**config.mk**
```make
export PLATFORM = sky130hd
export DESIGN_NAME = matricial_keypad_scanner
export DESIGN_NICKNAME = d
export VERILOG_FILES = /design/src/rtl/fechadura_pkg.sv /design/src/rtl/sync_2ff.sv /design/src/rtl/matricial_keypad_scanner.sv
export SDC_FILE = /design/constraint.sdc
export NUM_CORES = 1
export LEC_CHECK = 0
export ABC_AREA = 1
export CORE_MARGIN = 2
export CORE_UTILIZATION = 30
export DETAILED_ROUTE_END_ITERATION = 10
export PLACE_DENSITY = 0.42
export SLEW_MARGIN = 20
export SYNTH_ARGS = -nofsm -noshare
export SYNTH_HDL_FRONTEND = slang
export SYNTH_SLANG_ARGS = --single-unit
```
**constraint.sdc**
```tcl
create_clock -name clk -period 1.7 [get_ports clk]
set_input_delay 0.255 -clock clk [delete_from_list [all_inputs] [get_ports clk]]
set_output_delay 0.255 -clock clk [all_outputs]
set_load 0.01 [all_outputs]
```
**src/rtl/fechadura_pkg.sv**
```systemverilog
// Shared types and constants for the matrix keypad scanner: FSM states,
// the 4x4 key map and small decode helpers.
package fechadura_pkg;

    typedef enum logic [1:0] {
        SCAN     = 2'd0,
        DEBOUNCE = 2'd1,
        PRESSED  = 2'd2,
        RELEASE  = 2'd3
    } kp_state_e;

    localparam logic [3:0] KEY_STAR = 4'hE;
    localparam logic [3:0] KEY_HASH = 4'hF;

    // Indexed as KEY_MAP[row][col]; the last row is listed first.
    localparam logic [3:0][3:0][3:0] KEY_MAP = {
        {4'hD, KEY_HASH, 4'h0, KEY_STAR},
        {4'hC, 4'h9,     4'h8, 4'h7},
        {4'hB, 4'h6,     4'h5, 4'h4},
        {4'hA, 4'h3,     4'h2, 4'h1}
    };

    function automatic logic [15:0] sat_inc(input logic [15:0] v);
        return (v == 16'hFFFF) ? v : v + 16'd1;
    endfunction

    function automatic logic is_one_cold(input logic [3:0] lin);
        case (lin)
            4'b1110, 4'b1101, 4'b1011, 4'b0111: return 1'b1;
            default:                            return 1'b0;
        endcase
    endfunction

    function automatic logic [1:0] low_row(input logic [3:0] lin);
        case (lin)
            4'b1110: return 2'd0;
            4'b1101: return 2'd1;
            4'b1011: return 2'd2;
            4'b0111: return 2'd3;
            default: return 2'd0;
        endcase
    endfunction

endpackage

```
**src/rtl/sync_2ff.sv**
```systemverilog
// Two-flop synchronizer for asynchronous inputs; resets to all-ones because
// the keypad lines idle high through their pull-ups.
module sync_2ff #(
    parameter int unsigned WIDTH = 4
) (
    input  logic             clk,
    input  logic             rst,
    input  logic [WIDTH-1:0] d_i,
    output logic [WIDTH-1:0] q_o
);

    logic [WIDTH-1:0] meta_q;
    logic [WIDTH-1:0] sync_q;

    // Two-stage capture of the raw lines.
    always_ff @(posedge clk) begin
        if (rst) begin
            meta_q <= '1;
            sync_q <= '1;
        end else begin
            meta_q <= d_i;
            sync_q <= meta_q;
        end
    end

    assign q_o = sync_q;

endmodule

```
**src/rtl/matricial_keypad_scanner.sv**
```systemverilog
// 4x4 matrix keypad scanner with press/release debounce and multi-key reject.
// Define KEYPAD_REPEAT_EN to enable auto-repeat of key_valid while a key is held.
module matricial_keypad_scanner
    import fechadura_pkg::*;
#(
    parameter int unsigned SETTLE_CYCLES   = 4,
    parameter int unsigned DEBOUNCE_CYCLES = 20
) (
    input  logic       clk,
    input  logic       rst,
    input  logic [3:0] matricial_lin,
    output logic [3:0] matricial_col,
    output logic       key_valid,
    output logic [3:0] key_code,
    output logic       key_held
);

    localparam logic [7:0]  SETTLE_LAST = 8'(SETTLE_CYCLES - 1);
    localparam logic [15:0] DB_LAST     = 16'(DEBOUNCE_CYCLES - 1);
`ifdef KEYPAD_REPEAT_EN
    // First repeat after 500 held cycles; reloading to 400 gives a 100-cycle period.
    localparam logic [15:0] REPEAT_LAST   = 16'd499;
    localparam logic [15:0] REPEAT_RELOAD = 16'd400;
`endif

    logic [3:0]  lin_s;
    logic        all_high_s;
    kp_state_e   state_q, state_d;
    logic [1:0]  col_idx_q, col_idx_d;
    logic [7:0]  settle_q, settle_d;
    logic [15:0] cnt_q, cnt_d;
    logic [1:0]  row_q, row_d;
    logic [3:0]  lin_q, lin_d;
    logic [3:0]  col_q, col_d;
    logic        key_valid_q, key_valid_d;
    logic [3:0]  key_code_q, key_code_d;
    logic        key_held_q, key_held_d;

    sync_2ff #(.WIDTH(4)) u_sync (
        .clk (clk),
        .rst (rst),
        .d_i (matricial_lin),
        .q_o (lin_s)
    );

    assign all_high_s = (lin_s == 4'b1111);

    // Next-state and output decode for the scan/debounce FSM.
    always_comb begin
        state_d     = state_q;
        col_idx_d   = col_idx_q;
        settle_d    = settle_q;
        cnt_d       = cnt_q;
        row_d       = row_q;
        lin_d       = lin_q;
        key_valid_d = 1'b0;
        key_code_d  = key_code_q;
        case (state_q)
            SCAN: begin
                if (settle_q >= SETTLE_LAST) begin
                    settle_d = 8'd0;
                    if (all_high_s) begin
                        col_idx_d = col_idx_q + 2'd1;
                    end else if (is_one_cold(lin_s)) begin
                        row_d   = low_row(lin_s);
                        lin_d   = lin_s;
                        cnt_d   = 16'd0;
                        state_d = DEBOUNCE;
                    end else begin
                        cnt_d   = 16'd0;
                        state_d = RELEASE;
                    end
                end else begin
                    settle_d = settle_q + 8'd1;
                end
            end
            DEBOUNCE: begin
                if (lin_s == lin_q) begin
                    if (cnt_q >= DB_LAST) begin
                        key_valid_d = 1'b1;
                        key_code_d  = KEY_MAP[row_q][col_idx_q];
                        cnt_d       = 16'd0;
                        state_d     = PRESSED;
                    end else begin
                        cnt_d = sat_inc(cnt_q);
                    end
                end else begin
                    cnt_d    = 16'd0;
                    settle_d = 8'd0;
                    state_d  = SCAN;
                end
            end
            PRESSED: begin
                if (all_high_s) begin
                    cnt_d   = 16'd0;
                    state_d = RELEASE;
                end else begin
`ifdef KEYPAD_REPEAT_EN
                    if (cnt_q >= REPEAT_LAST) begin
                        key_valid_d = 1'b1;
                        cnt_d       = REPEAT_RELOAD;
                    end else begin
                        cnt_d = sat_inc(cnt_q);
                    end
`else
                    cnt_d = cnt_q;
`endif
                end
            end
            RELEASE: begin
                if (all_high_s) begin
                    if (cnt_q >= DB_LAST) begin
                        cnt_d     = 16'd0;
                        settle_d  = 8'd0;
                        col_idx_d = col_idx_q + 2'd1;
                        state_d   = SCAN;
                    end else begin
                        cnt_d = sat_inc(cnt_q);
                    end
                end else begin
                    cnt_d = 16'd0;
                end
            end
            default: begin
                cnt_d     = 16'd0;
                settle_d  = 8'd0;
                col_idx_d = 2'd0;
                state_d   = SCAN;
            end
        endcase
        col_d      = ~(4'b0001 << col_idx_d);
        key_held_d = (state_d == PRESSED);
    end

    // State and registered outputs.
    always_ff @(posedge clk) begin
        if (rst) begin
            state_q     <= SCAN;
            col_idx_q   <= 2'd0;
            settle_q    <= 8'd0;
            cnt_q       <= 16'd0;
            row_q       <= 2'd0;
            lin_q       <= 4'b1111;
            col_q       <= 4'b1110;
            key_valid_q <= 1'b0;
            key_code_q  <= 4'h0;
            key_held_q  <= 1'b0;
        end else begin
            state_q     <= state_d;
            col_idx_q   <= col_idx_d;
            settle_q    <= settle_d;
            cnt_q       <= cnt_d;
            row_q       <= row_d;
            lin_q       <= lin_d;
            col_q       <= col_d;
            key_valid_q <= key_valid_d;
            key_code_q  <= key_code_d;
            key_held_q  <= key_held_d;
        end
    end

    assign matricial_col = col_q;
    assign key_valid     = key_valid_q;
    assign key_code      = key_code_q;
    assign key_held      = key_held_q;

endmodule

```
==> results of run 1 <==
## how the worst max path moves through the flow
stage | endpoint | slack, ns
after floorplan | matricial_col[0] | 0.18
after global placement | key_held | -0.06
after detailed placement | settle_q[0] | -0.01
after CTS | key_held | 0.02
after global routing | key_held | -0.03
final | settle_q[0] | 0.09
## power breakdown
group | internal (mW) | switching (mW)
logic | 0.258 | 0.342
registers | 1.29 | 0.0467
clock network | 0.436 | 0.418
total | 1.98 | 0.808
## placed cells by master, fill, tap and decap left out, drive strengths merged, types with 4 or more instances in the layout
cell type,count
nor3,11
nor2,35
nor3b,5
or2,8
buf,17
dfxtp,52
clkdlybuf4s50,15
nand2,73
o21ai,17
a21oi,20
clkbuf,5
nand4,4
nand3,19
ha,8
inv,40
## flip-flops by register name (all words and copies together) (netlist names), 4 cells and up
| register | count |
|---|---|
| key_code | 4 |
| cnt_q | 16 |
| u_sync.q_o | 4 |
| settle_q | 8 |
| u_sync.meta_q | 4 |
| matricial_col | 4 |
| lin_q | 4 |
## routing by layer
layer / track usage, % / part of all wire (%) / vias to the layer above
met1: 15.4 / 48 / 866
li1: - / - / 1037
met4: 4.10 / 1.3 / 0
met5: 0 / 0 / -
met2: 20.0 / 48 / 18
met3: 2.96 / 2.4 / 8
## critical path: cells and delay by family (launching register included)
kind,cells,cell delay [ns]
AO/OA/AOI/OAI,1,0.14
adder cells (fa/ha/maj),1,0.20
buffers and inverters,1,0.18
flip-flops,1,0.33
AND/OR/NAND/NOR,4,0.70
## layout make-up
type                    count  area, um^2  area share [%]
flip-flops and latches     52        1050            36.1
multi-input cells         209        1180            40.5
clock inverters             3        42.5            1.46
repair buffers             32         290            9.97
clock buffers               5        68.8            2.36
well taps                 102         128            4.39
inverters                  40         153            5.25
## logic make-up (layout without fill, tap and decap cells)
kind of cell             Yosys count  after routing
AO/OA/AOI/OAI                     40             40
XOR/XNOR                           5              5
adder cells (fa/ha/maj)            8              8
buffers and inverters             47             80
flip-flops                        52             52
AND/OR/NAND/NOR                  156            156
## stage by stage
step	TNS [ns]	instance area (um^2)	util, %
5_1_grt	-0.0639	2910	38.1
3_5_place_dp	-0.0264	2680	35.0
2_1_floorplan	0	2330	-
3_3_place_gp	-0.200	2680	35.0
4_1_cts	0	2810	36.7
6_report	0	2910	38.1
## timing repair
action / CTS / global route
hold endpoints to repair: 0 / 0
buffers inserted: 2 / 3
pin swaps: 1 / 11
gates resized for setup: 2 / 24
endpoints found under the setup margin: 6 / 28
==> reports/qor.log, run 1 <==
INFO  worst_setup_path worstReg2RegEnd=settle_q[0]
INFO  yosys          synth_compound_area_share=9.01%
INFO  yosys          synth_xor_area_share=1.88%
INFO  cts            clock_transition_at_path_regs=0.10ns
INFO  floorplanning  floorplan.initialDensity=30.5%
INFO  timing         clock.fmax=621MHz
INFO  drt            drtIter0Drc=67
INFO  grt            initial_antenna_violation_count=0
INFO  worst_hold_path hold_path_startpoint=u_sync.meta_q[1]
INFO  power          vdd.ir_drop.worst=0.350mV
INFO  yosys          ys_ff_latch=52
INFO  power          final_total_power=2.79mW
INFO  yosys          post_synthesis_simple_gate_area_fraction=32.1%
INFO  cts            cts_made_buffers=5
INFO  place          dpl.cell_count=430
INFO  drt            drt_drc_violations_left=0
INFO  drt            detail_route.wl_per_cell=10.9um
INFO  yosys          synth_top_family_by_area=simple AND/OR/NAND/NOR gates
INFO  timing         finClkSkew=0.0156ns
INFO  place          pre_cts_ws=-0.0124ns
INFO  worst_setup_path launching_instance_or_port_of_the_critical_path=settle_q[0]
INFO  cells_and_area number_of_filler_cells_placed_in_the_layout=827
INFO  worst_setup_path startpoint_type=flip-flop
INFO  yosys          number_of_flops_mapped_to_enable_cells_by_yosys=0
INFO  floorplanning  floorplan.io_pins=16
INFO  drt            antenna_violating_nets_left=0
INFO  worst_hold_path holdPathEnd=u_sync.q_o[1]
INFO  cts            clkSinkCount=52
INFO  yosys          synthAdderAreaFrac=4.29%
INFO  yosys          synth_ff_type=sky130_fd_sc_hd__dfxtp_1
INFO  floorplanning  floorplan.die.width=92.2um
INFO  worst_hold_path holdPathStages=1
INFO  floorplanning  rows=32
INFO  worst_setup_path worstPathRequired=1.93ns
INFO  run_status     run_status=finished clean
INFO  grt            grt_start_max_net_pins=34
INFO  yosys          synth_area_leaders=sky130_fd_sc_hd__dfxtp_1, sky130_fd_sc_hd__nand2_1, sky130_fd_sc_hd__inv_1
INFO  yosys          synth_area_leader_cell=sky130_fd_sc_hd__dfxtp_1
INFO  power          cellLeakagePower=1.24nW
INFO  yosys          post_synthesis_mux_area_share=0%
INFO  timing         final-max-slew-violation-count=0
INFO  worst_setup_path critical_path_cell_sequence=ha_1 -> nor3_2 -> nand3_2 -> buf_4 -> nor3_1 -> nand3b_1 -> a21oi_1
INFO  job            maxCapViolCount=0
INFO  cells_and_area syn_to_final_growth=24.8%
INFO  worst_setup_path crit-reg2reg-launch=settle_q[0]
INFO  yosys          synthesis.area_per_instance=7.57um^2
INFO  yosys          synth_cell_type_count=30
INFO  cells_and_area post_layout_nonfiller_instances=443
INFO  worst_hold_path hp-class=reg2reg
INFO  drt            route.vias.total=1929
INFO  drt            number_of_iterations_in_the_first_detailed_routing_pass=4
INFO  yosys          leading_cell_types_by_count_after_synthesis=sky130_fd_sc_hd__nand2_1, sky130_fd_sc_hd__dfxtp_1, sky130_fd_sc_hd__inv_1, sky130_fd_sc_hd__nor2_1, sky130_fd_sc_hd__a21oi_1
INFO  cts            skew_pair_late_insertion_delay=0.31ns
INFO  power          power.density_cell_area=959mW/mm^2
INFO  yosys          synth_most_common_cell=sky130_fd_sc_hd__nand2_1
INFO  timing         setup_slack=0.0891ns
INFO  timing         unrepaired_setup_endpoints_after_global_routing=true
INFO  cts            htree_levels=2
INFO  floorplanning  die_area=0.00850mm^2
INFO  cts            cts_tree=yes
INFO  worst_setup_path timing.critical_path.arrival=1.85ns
INFO  yosys          netlist_area=0.00233mm^2
INFO  drt            viasPerCell=4.35
INFO  worst_setup_path crit_fanout=3
INFO  grt            grt_pass1_wl=8.24mm
INFO  worst_setup_path crit_path_max_incr_delay=0.33ns
INFO  place          place_congestion=0.790
INFO  yosys          synthesis.instances=308
INFO  worst_setup_path crit_type=reg2reg
INFO  place          port_buffers=15
INFO  timing         timing_hold_violations_final=0
INFO  cts            hold_buffers=0
INFO  cts            clock_tree.root_cell=sky130_fd_sc_hd__clkbuf_8
INFO  worst_setup_path rr_worst_depth=7
INFO  worst_setup_path endpoint_kind=flip-flop
INFO  yosys          sequential_to_total_area_share_from_yosys_stat=44.6%
INFO  yosys          yosysTopAreaCellShare=44.6%
INFO  yosys          ys_async_sr_fraction=0%
INFO  cts            number_of_buffers_on_the_longest_clock_path=2
INFO  timing         setup_viols_final=0
INFO  drt            detail_route.wirelength=4.85mm
INFO  cells_and_area antenna_cells_inserted=0
INFO  yosys          synth.yosys.warnings=0
INFO  grt            grt.overflow.total=0
INFO  cells_and_area drive_gt1_share=20.2%
INFO  timing         tightest_slew=0.395ns
INFO  place          hpwlAfterDp=3.41mm
INFO  timing         fin_worst_hold_slack=0.414ns
INFO  timing         final.min_clock_period=1.61ns
INFO  worst_setup_path reg2reg_setup_slack=0.09ns
INFO  grt            groute.usage.overall=12.1%
INFO  floorplanning  fp.dieH=92.2um
INFO  timing         timing.slew.headroom=73.7%
INFO  grt            vias_in_the_first_global_route=1845
INFO  timing         post-route-period-util=94.8%
INFO  floorplanning  core-area=0.00765mm^2
INFO  cells_and_area nNetsFinal=354
INFO  worst_setup_path critical_path.slowest_cell=sky130_fd_sc_hd__dfxtp_1
INFO  yosys          number_of_nets_in_the_synthesized_netlist=322
Note: power is estimated with default switching activity, not from simulation.
==> run 2: changes to the inputs <==
--- a/config.mk
+++ b/config.mk
@@ -6,10 +6,12 @@
 export NUM_CORES = 1
 export LEC_CHECK = 0
 export ABC_AREA = 1
+export CAP_MARGIN = 40
 export CORE_MARGIN = 2
 export CORE_UTILIZATION = 30
 export DETAILED_ROUTE_END_ITERATION = 10
-export PLACE_DENSITY = 0.42
+export DONT_BUFFER_PORTS = 1
+export PLACE_DENSITY = 0.4
 export SLEW_MARGIN = 20
 export SYNTH_ARGS = -nofsm -noshare
 export SYNTH_HDL_FRONTEND = slang
==> reports/qor.log, run 2 (synthesis gave the netlist of run 1 again) <==
INFO  timing         finClkSkew=0.00721ns [was 0.0156 ns]
INFO  worst_setup_path rr_worst_depth=9 [was 7]
INFO  drt            viasPerCell=4.42 [was 4.35]
INFO  timing         post-route-period-util=91.5% [was 94.8%]
INFO  cts            cts_tree=yes [unchanged]
INFO  worst_setup_path startpoint_type=flip-flop [unchanged]
INFO  worst_setup_path endpoint_kind=flip-flop [unchanged]
INFO  run_status     run_status=finished clean [unchanged]
INFO  worst_hold_path holdPathStages=1 [unchanged]
INFO  power          vdd.ir_drop.worst=0.340mV [was 0.350 mV]
INFO  drt            detail_route.wl_per_cell=11.4um [was 10.9 um]
INFO  cts            htree_levels=2 [unchanged]
INFO  cells_and_area largest_registers=cnt_q (16), settle_q (8) [unchanged]
INFO  place          hpwlAfterDp=3.52mm [was 3.41 mm]
INFO  cells_and_area register_with_the_most_flip_flops=cnt_q [unchanged]
INFO  worst_setup_path crit_type=reg2reg [unchanged]
INFO  cts            cts_made_buffers=5 [unchanged]
INFO  grt            vias_in_the_first_global_route=1861 [was 1845]
INFO  worst_setup_path timing.critical_path.arrival=1.76ns [was 1.85 ns]
INFO  cells_and_area post_layout_nonfiller_instances=429 [was 443]
INFO  grt            grt_start_max_net_pins=35 [was 34]
INFO  worst_setup_path worstReg2RegEnd=row_q[1] [was settle_q[0]]
INFO  cells_and_area antenna_cells_inserted=0 [unchanged]
INFO  grt            groute.usage.overall=12.6% [was 12.1%]
INFO  cells_and_area syn_to_final_growth=19.3% [was 24.8%]
INFO  worst_setup_path crit-reg2reg-launch=settle_q[0] [unchanged]
INFO  timing         setup-tns-final=0ns [unchanged]
INFO  drt            route.vias.total=1895 [was 1929]
INFO  timing         tightest_slew=0.298ns [was 0.395 ns]
INFO  cts            skew_pair_late_insertion_delay=0.31ns [about the same]
INFO  worst_hold_path hp-class=in2reg [was reg2reg]
INFO  grt            grt.overflow.total=0 [unchanged]
INFO  power          cellLeakagePower=1.18nW [was 1.24 nW]
INFO  cells_and_area layout.cells.most_common=sky130_fd_sc_hd__nand2_1 [unchanged]
INFO  worst_setup_path crit_fanout=7 [was 3]
INFO  timing         fin_worst_hold_slack=0.000832ns [was 0.414 ns]
INFO  drt            antenna_violating_nets_left=0 [unchanged]
INFO  cts            clock_transition_at_path_regs=0.10ns [about the same]
INFO  cells_and_area drive_gt1_share=23.5% [was 20.2%]
INFO  timing         final-max-slew-violation-count=0 [unchanged]
INFO  worst_setup_path worstPathRequired=1.91ns [was 1.93 ns]
INFO  worst_hold_path hold_path_startpoint=rst [was u_sync.meta_q[1]]
INFO  power          final_total_power=2.76mW [was 2.79 mW]
INFO  timing         final.min_clock_period=1.55ns [was 1.61 ns]
INFO  cts            clkSinkCount=52 [unchanged]
INFO  cells_and_area largest_register_ffs=16 [unchanged]
INFO  cts            number_of_buffers_on_the_longest_clock_path=2 [unchanged]
INFO  place          dpl.cell_count=413 [was 430]
INFO  worst_setup_path reg2reg_setup_slack=0.15ns [was 0.09 ns]
INFO  cts            clock_tree.root_cell=sky130_fd_sc_hd__clkbuf_8 [unchanged]
INFO  floorplanning  floorplan.initialDensity=30.5% [unchanged]
INFO  place          place_area=0.00250mm^2 [was 0.00268 mm^2]
INFO  cells_and_area nNetsFinal=340 [was 354]
INFO  cells_and_area commonest_non_fill_non_tap_cells_in_the_layout=sky130_fd_sc_hd__nand2_1, sky130_fd_sc_hd__dfxtp_1, sky130_fd_sc_hd__inv_1 [unchanged]
INFO  timing         setup_viols_final=0 [unchanged]
INFO  worst_hold_path holdPathEnd=state_q[0] [was u_sync.q_o[1]]
INFO  drt            drtIter0Drc=73 [was 67]
INFO  timing         timing.slew.headroom=80.0% [was 73.7%]
INFO  floorplanning  floorplan.die.width=92.2um [unchanged]
INFO  power          power.density_cell_area=991mW/mm^2 [was 959 mW/mm^2]
INFO  floorplanning  core-area=0.00765mm^2 [unchanged]
INFO  cells_and_area finalInstanceArea=0.00278mm^2 [was 0.00291 mm^2]
INFO  cells_and_area number_of_filler_cells_placed_in_the_layout=819 [was 827]
INFO  place          place_congestion=0.768 [was 0.790]
INFO  drt            drt_drc_violations_left=0 [unchanged]
INFO  place          port_buffers=0 [was 15]
INFO  floorplanning  rows=32 [unchanged]
INFO  grt            initial_antenna_violation_count=0 [unchanged]
INFO  drt            number_of_iterations_in_the_first_detailed_routing_pass=4 [unchanged]
INFO  timing         unrepaired_setup_endpoints_after_global_routing=true [unchanged]
INFO  drt            detail_route.wirelength=4.90mm [was 4.85 mm]
INFO  timing         clock.fmax=643MHz [was 621 MHz]
INFO  floorplanning  die_area=0.00850mm^2 [unchanged]
INFO  floorplanning  floorplan.io_pins=16 [unchanged]
INFO  grt            grt_pass1_wl=8.57mm [was 8.24 mm]
INFO  floorplanning  fp.dieH=92.2um [unchanged]
INFO  job            maxCapViolCount=0 [unchanged]
INFO  timing         timing_hold_violations_final=0 [unchanged]
-- run 2: cell count changes in the layout (fill, tap and decap cells not counted), sizes merged --
cell and delta:
clkdlybuf4s50 -15, buf +1
-- run 2: area by class of cell --
class	instances	area [um^2]	share of cell area (%)
inverter	40	153	5.49
tap	102	128	4.59
timing repair buffer	18	148	5.31
sequential	52	1050	37.8
clock inverter	3	42.5	1.53
clock buffer	5	68.8	2.47
multi-input combinational	209	1190	42.8
-- run 2: worst max path at each step --
stage	from	endpoint	slack, ns	cells after the start
finish	settle_q[0]	row_q[1]	0.15	9
global placement	cnt_q[1]	settle_q[0]	-0.09	11
global route	cnt_q[1]	matricial_col[1]	-0.03	13
floorplan	state_q[0]	matricial_col[0]	0.18	10
CTS	cnt_q[0]	settle_q[7]	-0.007	11
detailed placement	cnt_q[1]	settle_q[1]	-0.08	11
-- run 2: layer usage --
metal / track usage, % / vias up / wire (um)
li1: - / 1007 / -
met1: 15.6 / 865 / 2370
met2: 21.4 / 17 / 2340
met3: 3.04 / 6 / 111
met4: 4.48 / 0 / 80
met5: 0 / - / 0
-- run 2: power by group --
part	switching [mW]	internal [mW]	total (mW)
clock network	0.424	0.436	0.861
logic	0.316	0.232	0.548
registers	0.0587	1.29	1.35
-- run 2: stage by stage --
stage / utilization [%] / setup slack, ns
5_1_grt: 36.4 / -0.0289
3_5_place_dp: 32.7 / -0.0831
3_3_place_gp: 32.7 / -0.0861
6_report: 36.4 / 0.145
2_1_floorplan: - / 0.181
4_1_cts: 34.6 / -0.00746
-- run 2: worst max-delay path: stages (launching register included) --
cell	delay, ns
sky130_fd_sc_hd__dfxtp_1	0.33
sky130_fd_sc_hd__ha_1	0.20
sky130_fd_sc_hd__nor3_2	0.12
sky130_fd_sc_hd__nand3_2	0.15
sky130_fd_sc_hd__buf_4	0.17
sky130_fd_sc_hd__nand3_2	0.10
sky130_fd_sc_hd__nor2_4	0.07
sky130_fd_sc_hd__buf_4	0.13
sky130_fd_sc_hd__o21ai_0	0.14
sky130_fd_sc_hd__a21oi_1	0.05
-- run 2: what timing repair did --
| item | in CTS | in global routing |
|---|---|---|
| cloned | 0 | 0 |
| gates resized for setup | 1 | 32 |
| setup buffers | 2 | 6 |
| pin swaps | 1 | 11 |
| endpoints found under the setup margin | 6 | 29 |
| endpoints found under the hold margin | 7 | 16 |
==> run 3: changes to the inputs <==
--- a/config.mk
+++ b/config.mk
@@ -11,7 +11,7 @@
 export CORE_UTILIZATION = 30
 export DETAILED_ROUTE_END_ITERATION = 10
 export DONT_BUFFER_PORTS = 1
-export PLACE_DENSITY = 0.4
+export PLACE_DENSITY = 0.41
 export SLEW_MARGIN = 20
 export SYNTH_ARGS = -nofsm -noshare
 export SYNTH_HDL_FRONTEND = slang
==> constraint.sdc (replaced) <==
create_clock -name clk -period 1.4 [get_ports clk]
set_input_delay 0.21 -clock clk [delete_from_list [all_inputs] [get_ports clk]]
set_output_delay 0.21 -clock clk [all_outputs]
set_load 0.01 [all_outputs]
==> reports/qor.log, run 3 (synthesis gave the netlist of run 1 again) <==
INFO  cells_and_area commonest_non_fill_non_tap_cells_in_the_layout=sky130_fd_sc_hd__buf_4, sky130_fd_sc_hd__dfxtp_1, sky130_fd_sc_hd__nand2_1 [was sky130_fd_sc_hd__nand2_1, sky130_fd_sc_hd__dfxtp_1, sky130_fd_sc_hd__inv_1]
INFO  cells_and_area layout.cells.most_common=sky130_fd_sc_hd__buf_4 [was sky130_fd_sc_hd__nand2_1]
INFO  drt            detail_route.wl_per_cell=12.3um [was 11.4 um]
INFO  cts            clock_tree.root_cell=sky130_fd_sc_hd__clkbuf_8 [unchanged]
INFO  timing         tightest_slew=0.572ns [was 0.298 ns]
INFO  cells_and_area finalInstanceArea=0.00378mm^2 [was 0.00278 mm^2]
INFO  cells_and_area drive_gt1_share=55.8% [was 23.5%]
INFO  worst_setup_path timing.critical_path.arrival=1.74ns [was 1.76 ns]
INFO  timing         final.min_clock_period=1.53ns [was 1.55 ns]
INFO  cts            clkSinkCount=52 [unchanged]
INFO  timing         finClkSkew=0.00710ns [was 0.00721 ns]
INFO  timing         setup_slack=-0.132ns [was 0.145 ns]
INFO  grt            grt.overflow.total=0 [unchanged]
INFO  run_status     violations=negative setup slack
INFO  worst_setup_path endpoint_kind=flip-flop [unchanged]
INFO  worst_setup_path worstPathRequired=1.61ns [was 1.91 ns]
INFO  floorplanning  core-area=0.00765mm^2 [unchanged]
INFO  floorplanning  floorplan.io_pins=16 [unchanged]
INFO  cells_and_area largest_registers=cnt_q (16), settle_q (8) [unchanged]
INFO  cts            skew_pair_late_insertion_delay=0.30ns [was 0.31 ns]
INFO  worst_setup_path crit_fanout=8 [was 7]
INFO  timing         fin_worst_hold_slack=0.0126ns [was 0.000832 ns]
INFO  worst_setup_path crit_top_cell=sky130_fd_sc_hd__nand2_4
INFO  floorplanning  floorplan.initialDensity=30.5% [unchanged]
INFO  floorplanning  fp.dieH=92.2um [unchanged]
INFO  worst_setup_path crit_type=reg2reg [unchanged]
INFO  cts            htree_levels=2 [unchanged]
INFO  floorplanning  rows=32 [unchanged]
INFO  job            maxCapViolCount=0 [unchanged]
INFO  grt            grt_start_max_net_pins=35 [unchanged]
INFO  drt            number_of_iterations_in_the_first_detailed_routing_pass=4 [unchanged]
INFO  drt            viasPerCell=4.45 [was 4.42]
INFO  place          place_area=0.00286mm^2 [was 0.00250 mm^2]
INFO  cts            number_of_buffers_on_the_longest_clock_path=2 [unchanged]
INFO  timing         timing.slew.headroom=61.8% [was 80.0%]
INFO  place          hpwlAfterDp=3.92mm [was 3.52 mm]
INFO  cells_and_area final_core_util=49.4% [was 36.4%]
INFO  place          pre_cts_ws=-0.190ns [was -0.0831 ns]
INFO  cells_and_area register_with_the_most_flip_flops=cnt_q [unchanged]
INFO  worst_setup_path crit_path_max_incr_delay=0.35ns [was 0.33 ns]
INFO  cells_and_area nNetsFinal=398 [was 340]
INFO  drt            antenna_violating_nets_left=0 [unchanged]
INFO  floorplanning  floorplan.die.width=92.2um [unchanged]
INFO  grt            vias_in_the_first_global_route=2128 [was 1861]
INFO  place          place_congestion=0.793 [was 0.768]
INFO  floorplanning  die_area=0.00850mm^2 [unchanged]
INFO  cells_and_area syn_to_final_growth=62.1% [was 19.3%]
INFO  worst_setup_path critical_path.slowest_cell=sky130_fd_sc_hd__dfxtp_2 [was sky130_fd_sc_hd__dfxtp_1]
INFO  grt            initial_antenna_violation_count=0 [unchanged]
INFO  cells_and_area largest_register_ffs=16 [unchanged]
INFO  worst_hold_path hp-class=in2reg [unchanged]
INFO  timing         setup_viols_final=37 [was 0]
INFO  drt            drt_drc_violations_left=0 [unchanged]
INFO  cts            clock_transition_at_path_regs=0.10ns [about the same]
INFO  drt            route.vias.total=2167 [was 1895]
INFO  timing         unrepaired_setup_endpoints_after_global_routing=true [unchanged]
INFO  drt            drtIter0Drc=40 [was 73]
INFO  cells_and_area antenna_cells_inserted=0 [unchanged]
INFO  power          vdd.ir_drop.worst=0.491mV [was 0.340 mV]
INFO  worst_setup_path startpoint_type=flip-flop [unchanged]
INFO  place          port_buffers=0 [unchanged]
INFO  cts            cts_tree=yes [unchanged]
INFO  worst_setup_path critical_path_cell_sequence=ha_4 -> nor3_4 -> nand3_4 -> nand2_4 -> nand2_4 -> nand2_4 -> inv_8 -> buf_6 -> a21oi_2 -> nor3_2 [was ha_1 -> nor3_2 -> nand3_2 -> buf_4 -> nand3_2 -> nor2_4 -> buf_4 -> o21ai_0 -> a21oi_1]
INFO  timing         final-max-slew-violation-count=0 [unchanged]
INFO  cts            cts_made_buffers=5 [unchanged]
INFO  power          power.density_cell_area=983mW/mm^2 [was 991 mW/mm^2]
INFO  drt            detail_route.wirelength=6.00mm [was 4.90 mm]
INFO  timing         post-route-period-util=109% [was 91.5%]
INFO  grt            groute.usage.overall=14.5% [was 12.6%]
INFO  timing         timing_hold_violations_final=0 [unchanged]
INFO  grt            grt_pass1_wl=9.83mm [was 8.57 mm]
INFO  power          cellLeakagePower=1.58nW [was 1.18 nW]
INFO  timing         clock.fmax=653MHz [was 643 MHz]
INFO  run_status     run_status=complete, but fails checks [was finished clean]
run 3: path summary, 6_finish.rpt:
kind              endpoint              from  depth (start not counted)  slack [ns]
max reg2reg       cnt_q[3]       settle_q[1]                         10       -0.13
min          u_sync.q_o[0]               rst                          1        0.01
min reg2reg  u_sync.q_o[2]  u_sync.meta_q[2]                          1        0.42
max               cnt_q[3]       settle_q[1]                         10       -0.13
run 3: power breakdown:
part / total (mW) / switching, mW / internal (mW)
Clock: 0.905 / 0.504 / 0.401
Combinational: 1.17 / 0.603 / 0.565
Sequential: 1.65 / 0.0780 / 1.57
run 3: critical path: cells and delay by family (launching register included):
family / cells / cell delay, ns
AND/OR/NAND/NOR: 6 / 0.59
flip-flops: 1 / 0.35
buffers and inverters: 2 / 0.19
adder cells (fa/ha/maj): 1 / 0.16
AO/OA/AOI/OAI: 1 / 0.14
run 3: per-stage QoR:
stage / std cells / setup TNS (ns) / total power, mW
after floorplan: 308 / -0.207 / 2.15
after global placement: 453 / -4.37 / 2.41
after detailed placement: 453 / -4.33 / 2.41
after CTS: 477 / -2.09 / 3.60
after global routing: 487 / -6.16 / 3.93
final: 487 / -2.28 / 3.72
run 3: metal layers:
metal,GRT usage (%),wire length [um],vias to the layer above,part of all wire (%)
met4,5.72,95,0,1.6
met5,0,0,-,0
met3,2.55,123,10,2.0
li1,-,-,1135,-
met2,23.8,2860,21,48
met1,19.0,2920,1001,49
run 3: area by class of cell:
cell class / instances / area (um^2)
Timing Repair Buffer: 76 / 709
Multi-Input combinational cell: 209 / 1610
Sequential cell: 52 / 1070
Clock buffer: 6 / 82.6
Fill cell: 737 / 3870
Tap cell: 102 / 128
Inverter: 40 / 165
Clock inverter: 2 / 15.0
run 3: what timing repair did:
item / 4_1_cts / 5_1_grt
pin swaps: 26 / 39
gates cloned: 0 / 0
setup endpoints to repair: 42 / 44
buffers inserted: 8 / 9
endpoints found under the hold margin: 32 / 29
hold buffers: 8 / 2
resized for setup: 83 / 88
